[config.mk]
export PLATFORM = sky130hd
export DESIGN_NAME = vga_char_fetch
export DESIGN_NICKNAME = d
export VERILOG_FILES = /design/src/rtl/vga_char_fetch_pkg.sv /design/src/rtl/vga_cursor_blink.sv /design/src/rtl/vga_char_fetch.sv
export SDC_FILE = /design/constraint.sdc
export NUM_CORES = 1
export LEC_CHECK = 0
export CAP_MARGIN = 40
export CORE_UTILIZATION = 53
export CTS_BUF_LIST = sky130_fd_sc_hd__clkbuf_8
export DETAILED_ROUTE_END_ITERATION = 7
export PLACE_DENSITY_LB_ADDON = 0.12
export SETUP_SLACK_MARGIN = 0.15
export SYNTH_ARGS = -nofsm -noshare
export SYNTH_HDL_FRONTEND = slang
export SYNTH_SLANG_ARGS = --single-unit
[constraint.sdc]
create_clock -name i_clk -period 5.25 [get_ports i_clk]
set_input_delay 1.3125 -clock i_clk [delete_from_list [all_inputs] [get_ports i_clk]]
set_output_delay 1.3125 -clock i_clk [all_outputs]
set_load 0.03 [all_outputs]
[src/rtl/vga_char_fetch_pkg.sv]
// vga_char_fetch_pkg: shared text-mode geometry, timing defaults and text word layout
package vga_char_fetch_pkg;
  localparam int CHAR_W   = 10;
  localparam int FONT_H   = 16;
  localparam int FONT_W   = 8;
  localparam int CHAR_LSB = 0;
  localparam int ATTR_LSB = 8;
  localparam int DEF_H_ACTIVE     = 640;
  localparam int DEF_H_TOTAL      = 800;
  localparam int DEF_V_ACTIVE     = 480;
  localparam int DEF_V_TOTAL      = 525;
  localparam int DEF_COLS         = 64;
  localparam int DEF_ADDR_W       = 11;
  localparam int DEF_BLINK_FRAMES = 16;
  typedef struct packed {
    logic [7:0] attr;
    logic [7:0] chr;
  } txt_word_t;
  function automatic logic [9:0] next_line(input logic [9:0] v, input int v_total);
    return (v == 10'(v_total - 1)) ? '0 : v + 10'd1;
  endfunction
endpackage

[src/rtl/vga_cursor_blink.sv]
// vga_cursor_blink: counts frames and toggles the cursor blink phase every BLINK_FRAMES frames
module vga_cursor_blink #(
  parameter int H_TOTAL      = 800,
  parameter int V_TOTAL      = 525,
  parameter int BLINK_FRAMES = 16
) (
  input  logic        i_clk,
  input  logic        i_rst_h,
  input  logic [10:0] i_hcnt,
  input  logic [9:0]  i_vcnt,
  output logic        o_blink
);
  localparam int FW = BLINK_FRAMES > 1 ? $clog2(BLINK_FRAMES) : 1;
  logic [FW-1:0] frame;
  logic          frame_end, wrap;
  assign frame_end = (i_vcnt == 10'(V_TOTAL - 1)) && (i_hcnt == 11'(H_TOTAL - 1));
  assign wrap = frame == FW'(BLINK_FRAMES - 1);
  always_ff @(posedge i_clk)
    if (i_rst_h) begin
      frame   <= '0;
      o_blink <= 1'b0;
    end else if (frame_end) begin
      frame   <= wrap ? '0 : frame + FW'(1);
      o_blink <= o_blink ^ wrap;
    end
endmodule

[src/rtl/vga_char_fetch.sv]
// vga_char_fetch: prefetches text/font data per 10-pixel cell and feeds the pixel shift register
module vga_char_fetch
  import vga_char_fetch_pkg::*;
#(
  parameter int H_ACTIVE     = DEF_H_ACTIVE,
  parameter int H_TOTAL      = DEF_H_TOTAL,
  parameter int V_ACTIVE     = DEF_V_ACTIVE,
  parameter int V_TOTAL      = DEF_V_TOTAL,
  parameter int COLS         = DEF_COLS,
  parameter int ADDR_W       = DEF_ADDR_W,
  parameter int BLINK_FRAMES = DEF_BLINK_FRAMES
) (
  input  logic              i_clk,
  input  logic              i_rst_h,
  input  logic [10:0]       i_hcnt,
  input  logic [9:0]        i_vcnt,
  output logic [ADDR_W-1:0] o_txt_addr,
  input  logic [15:0]       i_txt_data,
  output logic [11:0]       o_font_addr,
  input  logic [7:0]        i_font_data,
  input  logic [ADDR_W-1:0] i_cur_addr,
  input  logic              i_cur_en_h,
  output logic [7:0]        o_data,
  output logic              o_ld_h,
  output logic              o_cs_h,
  output logic [7:0]        o_attr
);
  localparam int CW = COLS > 1 ? $clog2(COLS) : 1;
  localparam logic [ADDR_W:0] CELLS = (ADDR_W + 1)'(COLS * (V_ACTIVE / FONT_H));
  logic [3:0]        ph, cur_p, font_row;
  logic [CW-1:0]     col, cur_k;
  logic              fetch_active, start, run, last, l_act, cur_hit, blink, on_screen;
  logic [9:0]        fetch_l;
  logic [ADDR_W-1:0] row_base, rb_nxt;
  logic [7:0]        attr_pend, font_q;
  txt_word_t         tw;
  vga_cursor_blink #(
    .H_TOTAL(H_TOTAL),
    .V_TOTAL(V_TOTAL),
    .BLINK_FRAMES(BLINK_FRAMES)
  ) u_blink (
    .i_clk(i_clk),
    .i_rst_h(i_rst_h),
    .i_hcnt(i_hcnt),
    .i_vcnt(i_vcnt),
    .o_blink(blink)
  );
  assign tw = i_txt_data;
  // the prefetch start doubles as phase 0 of slot 0, so it resyncs any running fetch
  always_comb begin
    start     = i_hcnt == 11'(H_TOTAL - CHAR_W);
    fetch_l   = next_line(i_vcnt, V_TOTAL);
    l_act     = fetch_l < 10'(V_ACTIVE);
    rb_nxt    = (fetch_l == '0) ? '0 : (fetch_l[3:0] == 4'd0) ? row_base + ADDR_W'(COLS) : row_base;
    run       = start ? l_act : fetch_active;
    cur_p     = start ? 4'd0 : ph;
    cur_k     = start ? '0 : col;
    last      = (cur_p == 4'(CHAR_W - 1)) && (cur_k == CW'(COLS - 1));
    on_screen = {1'b0, i_cur_addr} < CELLS;
  end
  always_ff @(posedge i_clk)
    if (i_rst_h) begin
      ph           <= '0;
      col          <= '0;
      fetch_active <= 1'b0;
      row_base     <= '0;
      font_row     <= '0;
      attr_pend    <= '0;
      font_q       <= '0;
      cur_hit      <= 1'b0;
      o_txt_addr   <= '0;
      o_font_addr  <= '0;
      o_data       <= '0;
      o_ld_h       <= 1'b0;
      o_cs_h       <= 1'b0;
      o_attr       <= '0;
    end else begin
      if (start) begin
        row_base <= rb_nxt;
        font_row <= fetch_l[3:0];
      end
      fetch_active <= run && !last;
      if (run) begin
        ph  <= (cur_p == 4'(CHAR_W - 1)) ? 4'd0 : cur_p + 4'd1;
        col <= (cur_p == 4'(CHAR_W - 1)) ? cur_k + CW'(1) : cur_k;
        if (cur_p == 4'd0) o_txt_addr <= (start ? rb_nxt : row_base) + ADDR_W'(cur_k);
        if (cur_p == 4'd2) begin
          o_font_addr <= {tw.chr, font_row};
          attr_pend   <= tw.attr;
          cur_hit     <= i_cur_en_h && (o_txt_addr == i_cur_addr) && on_screen &&
                         (font_row >= 4'(FONT_H - 2)) && blink;
        end
        if (cur_p == 4'd4) font_q <= cur_hit ? 8'hFF : i_font_data;
        if (cur_p == 4'd8) begin
          o_data <= font_q;
          o_ld_h <= 1'b1;
        end
        if (cur_p == 4'd9) begin
          o_ld_h <= 1'b0;
          o_attr <= attr_pend;
        end
      end
      if (i_hcnt == 11'(H_ACTIVE - 1)) o_cs_h <= 1'b0;
      else if (run && cur_p == 4'd8 && cur_k == '0) o_cs_h <= 1'b1;
    end
endmodule

==> results.tsv <==
stage	metric	value	unit
run_status	status	complete, no violations	
setup_path	cpMostUsedCell	nor2_1	
cts	path_clk_slew	90	ps
logic_synthesis	yosysWarnings	0	
routing	drc	0	
logic_synthesis	synth_top_area_share	0.390	
place	placed_area	5720	sq um
place	place.gp.congestion	0.879	
sta	tightest_slew	863	ps
sta	setup_viol	0	
setup_path	r2r-start	col[0]	
grt	antenna_found_initial	0	
routing	wire_per_inst	14.5	um
routing	avgViaCountPerCell	5.52	
layout	stdcell_area	5950	sq um
logic_synthesis	syn-num-nets	614	
grt	overflow	0	
logic_synthesis	async_reset_ff_frac	0	
sta	max-slew-margin-rel	0.420	
layout	drive_gt1_frac	0.0926	
routing	vias	4159	
pwr	p_int	0.956	mW
setup_path	endpoint_kind	register	
worst_hold_path	min-delay-start	o_font_addr[3]	
die	initial_core_util	0.553	
logic_synthesis	yosysMostFrequentCell	dfxtp_1	
logic_synthesis	synth_cells	542	
place	hpwl	7940	um
pwr	power.density	211	nW/um^2
setup_path	cp-start-kind	input port	
routing	firstDrtPassIters	5	
die	fp.dieW	94.8	um
pwr	p_clk_frac	0.386	
setup_path	worstPathCellList	clkdlybuf4s50_1 > nand4_1 > o211a_1 > nor4_1 > and4_2 > buf_4 > and2b_1 > ha_1 > nor2_1 > nor2_1 > nand2_1 > or3_1 > or4_1 > a311oi_1	
flow_run	max_cap_violations	0	
layout	multi_input_area	2590	sq um
setup_path	rrSetupSlack	2600	ps
cts	numCtsBuffers	9	
worst_hold_path	hold_end	o_font_addr[3]	
setup_path	worst-path-buf-inv	2	
setup_path	worstSetupPathDepth	14	
cts	cts-root-buf	clkbuf_8	
setup_path	arrival	5100	ps
sta	period_needed	4830	ps
die	io-pin-count	100	
setup_path	worstSetupPathType	input port to register	
pwr	p_seq_frac	0.537	
pwr	power_frac_comb	0.077	
place	port_buffers	99	
layout	ff_latch_area	1780	sq um
layout	final_nets	715	
logic_synthesis	yosys_most_used_dff	dfxtp_1	
worst_hold_path	hp-class	register to register	
sta	rsz0062_at_grt	no	
pwr	ir_drop	0.142	mV
pwr	power.share.switching	0.239	
logic_synthesis	synth-seq-cells	89	
sta	clock_skew	12.2	ps
cts	clk_path_buf_depth	2	
setup_path	slowest_delay	640	ps
routing	dr.first_iter.drc_count	257	
setup_path	crit_required	5520	ps
logic_synthesis	synth_enable_flop_cells	0	
die	fp.dieH	94.8	um
routing	routed_wl	10900	um
grt	grtUsageTotal	0.259	
logic_synthesis	synth.area.top_cells	dfxtp_1, nand2_1, mux2i_1, nor2_1, a21oi_1	
pwr	p_leak	2.14	nW
die	core	8260	sq um
pwr	switchingPower	0.300	mW
logic_synthesis	ys_seq_area_frac	0.390	
logic_synthesis	synth_cell_types	63	
setup_path	reg2reg_depth	12	
setup_path	cp_max_fo	14	
setup_path	critPathSlowestCell	clkdlybuf4s50_1	
logic_synthesis	yosysTopAreaCell	dfxtp_1	
grt	grt_pass1_wl	18300	um
worst_hold_path	holdPathStages	2	
die	die_area	8990	sq um
setup_path	worst_r2r_endpoint	o_txt_addr[10]	
sta	min_period_over_period	0.920	
layout	final.fill_count	654	
logic_synthesis	syn_avg_cell_area	8.42	sq um
cts	htreeDepth	3	
routing	antenna_left	0	
cts	cts_tree	done	
sta	drv_slew	0	
cts	cts_sinks	89	
grt	grt_pass1_vias	3945	
sta	fmax	0.207	GHz
cts	insertion_delay	360	ps
die	row_count	33	
logic_synthesis	ys_top_cells_by_count	dfxtp_1, nand2_1, nor2_1	
sta	finalHoldWorstSlack	458	ps
sta	hold_violations	0	
grt	grt_max_degree	39	
layout	diodes	0	
cts	ctsHoldBuffers	0	
layout	area_growth	30.3	%
logic_synthesis	synth_area	4560	sq um
setup_path	crit_family	simple AND/OR/NAND/NOR gates	
-- cells by family (layout without fill, tap and decap cells) --
group / after synthesis / after routing / share of synthesized area
muxes: 26 / 26 / 0.0570
DFF: 89 / 89 / 0.390
and+or+nand+nor: 238 / 238 / 0.266
buffers and inverters: 49 / 155 / 0.0472
adders and majority gates: 13 / 13 / 0.0373
xor gates and xnor gates: 31 / 31 / 0.0595
AOI/OAI and AO/OA: 96 / 96 / 0.143
-- metal layers --
layer / up-vias / share of wire / track usage
li1: 2100 / - / -
met3: 15 / 0.055 / 0.0499
met1: 1921 / 0.45 / 0.339
met2: 123 / 0.48 / 0.436
met4: 0 / 0.014 / 0.0694
met5: - / 0 / 0
-- registers in the layout, summed over array words and instances (netlist names) --
signal / count
u_blink.frame: 4
font_row: 4
o_attr: 8
attr_pend: 8
u_blink.o_blink: 1
cur_hit: 1
fetch_active: 1
row_base: 11
o_cs_h: 1
ph: 4
o_font_addr: 12
o_txt_addr: 11
o_data: 8
col: 6
o_ld_h: 1
font_q: 8
-- how the worst max path moves through the flow --
stage,startpoint,to,slack (ps)
floorplan,i_vcnt[0],o_txt_addr[10],340
global placement,i_vcnt[3],o_txt_addr[9],50
detailed placement,i_vcnt[0],o_txt_addr[10],-100
CTS,i_vcnt[0],o_txt_addr[10],270
global route,i_vcnt[0],o_txt_addr[8],150
finish,i_vcnt[4],o_txt_addr[9],420
-- area by class of cell --
type,count,area share
sequential,89,0.300
multi-input combinational,404,0.436
tap,105,0.0221
timing repair buffer,123,0.199
clock inverter,7,0.0128
clock buffer,9,0.0208
inverter,16,0.0101
-- metrics by stage --
stage / power [mW] / std cells / setup slack, ps / utilization / TNS [ps]
6_report: 1.26 / 753 / 421 / 0.720 / 0
5_1_grt: 1.30 / 753 / 154 / 0.720 / 0
4_1_cts: 1.26 / 752 / 271 / 0.717 / 0
3_5_place_dp: 0.786 / 736 / -98.3 / 0.692 / -100
3_3_place_gp: 0.784 / 735 / 50.7 / 0.690 / 0
2_1_floorplan: 0.728 / 542 / 338 / - / 0
-- power groups by stage --
stage | Combinational, mW | Clock (mW) | Sequential [mW]
3_5_place_dp | 0.0956 | 0 | 0.690
5_1_grt | 0.106 | 0.524 | 0.675
2_1_floorplan | 0.0379 | 0 | 0.690
6_report | 0.0973 | 0.485 | 0.675
4_1_cts | 0.0964 | 0.492 | 0.675
3_3_place_gp | 0.0934 | 0 | 0.690
-- worst register-to-register path, cell delays in order, from the launching register on --
cell       delay, ps
dfxtp_1          350
nand2_1           90
inv_1            110
ha_1             190
inv_1             60
fa_1             400
nor2b_2          160
o31ai_1           90
a2111oi_1        400
mux2i_1          180
nor4_2           210
xnor2_1          110
a211oi_1         220
-- placed cells by master (no fill, tap or decap), types with 2 or more instances in the layout --
| cell type | n |
|---|---|
| a211oi_1 | 8 |
| nor2_1 | 61 |
| inv_6 | 2 |
| o31ai_1 | 2 |
| xor2_1 | 13 |
| o21ai_0 | 12 |
| nor3_2 | 2 |
| and4_1 | 5 |
| nand3b_1 | 4 |
| nor2b_1 | 10 |
| nand2_1 | 71 |
| nor3_1 | 27 |
| inv_1 | 17 |
| buf_4 | 23 |
| or4_1 | 3 |
| and2b_1 | 4 |
| clkbuf_8 | 9 |
| o21ai_1 | 3 |
| a311oi_1 | 5 |
| a41oi_1 | 2 |
| and2_1 | 6 |
| ha_1 | 11 |
| a22oi_1 | 4 |
| a31oi_1 | 2 |
| nor4_2 | 2 |
| a21o_1 | 2 |
| clkdlybuf4s50_1 | 97 |
| dfxtp_1 | 89 |
| nand3_1 | 8 |
| o211ai_1 | 3 |
| nand2b_1 | 4 |
| nand4_1 | 10 |
| or3_1 | 3 |
| a21oi_1 | 37 |
| xnor2_1 | 18 |
| mux2i_1 | 26 |
| nor4_1 | 5 |
-- timing repair --
action                                  in CTS  in global routing
gates resized for setup                      0                  8
buffers inserted                             0                  1
endpoints found under the setup margin       0                  3
Note: power is estimated with default switching activity, not from simulation.
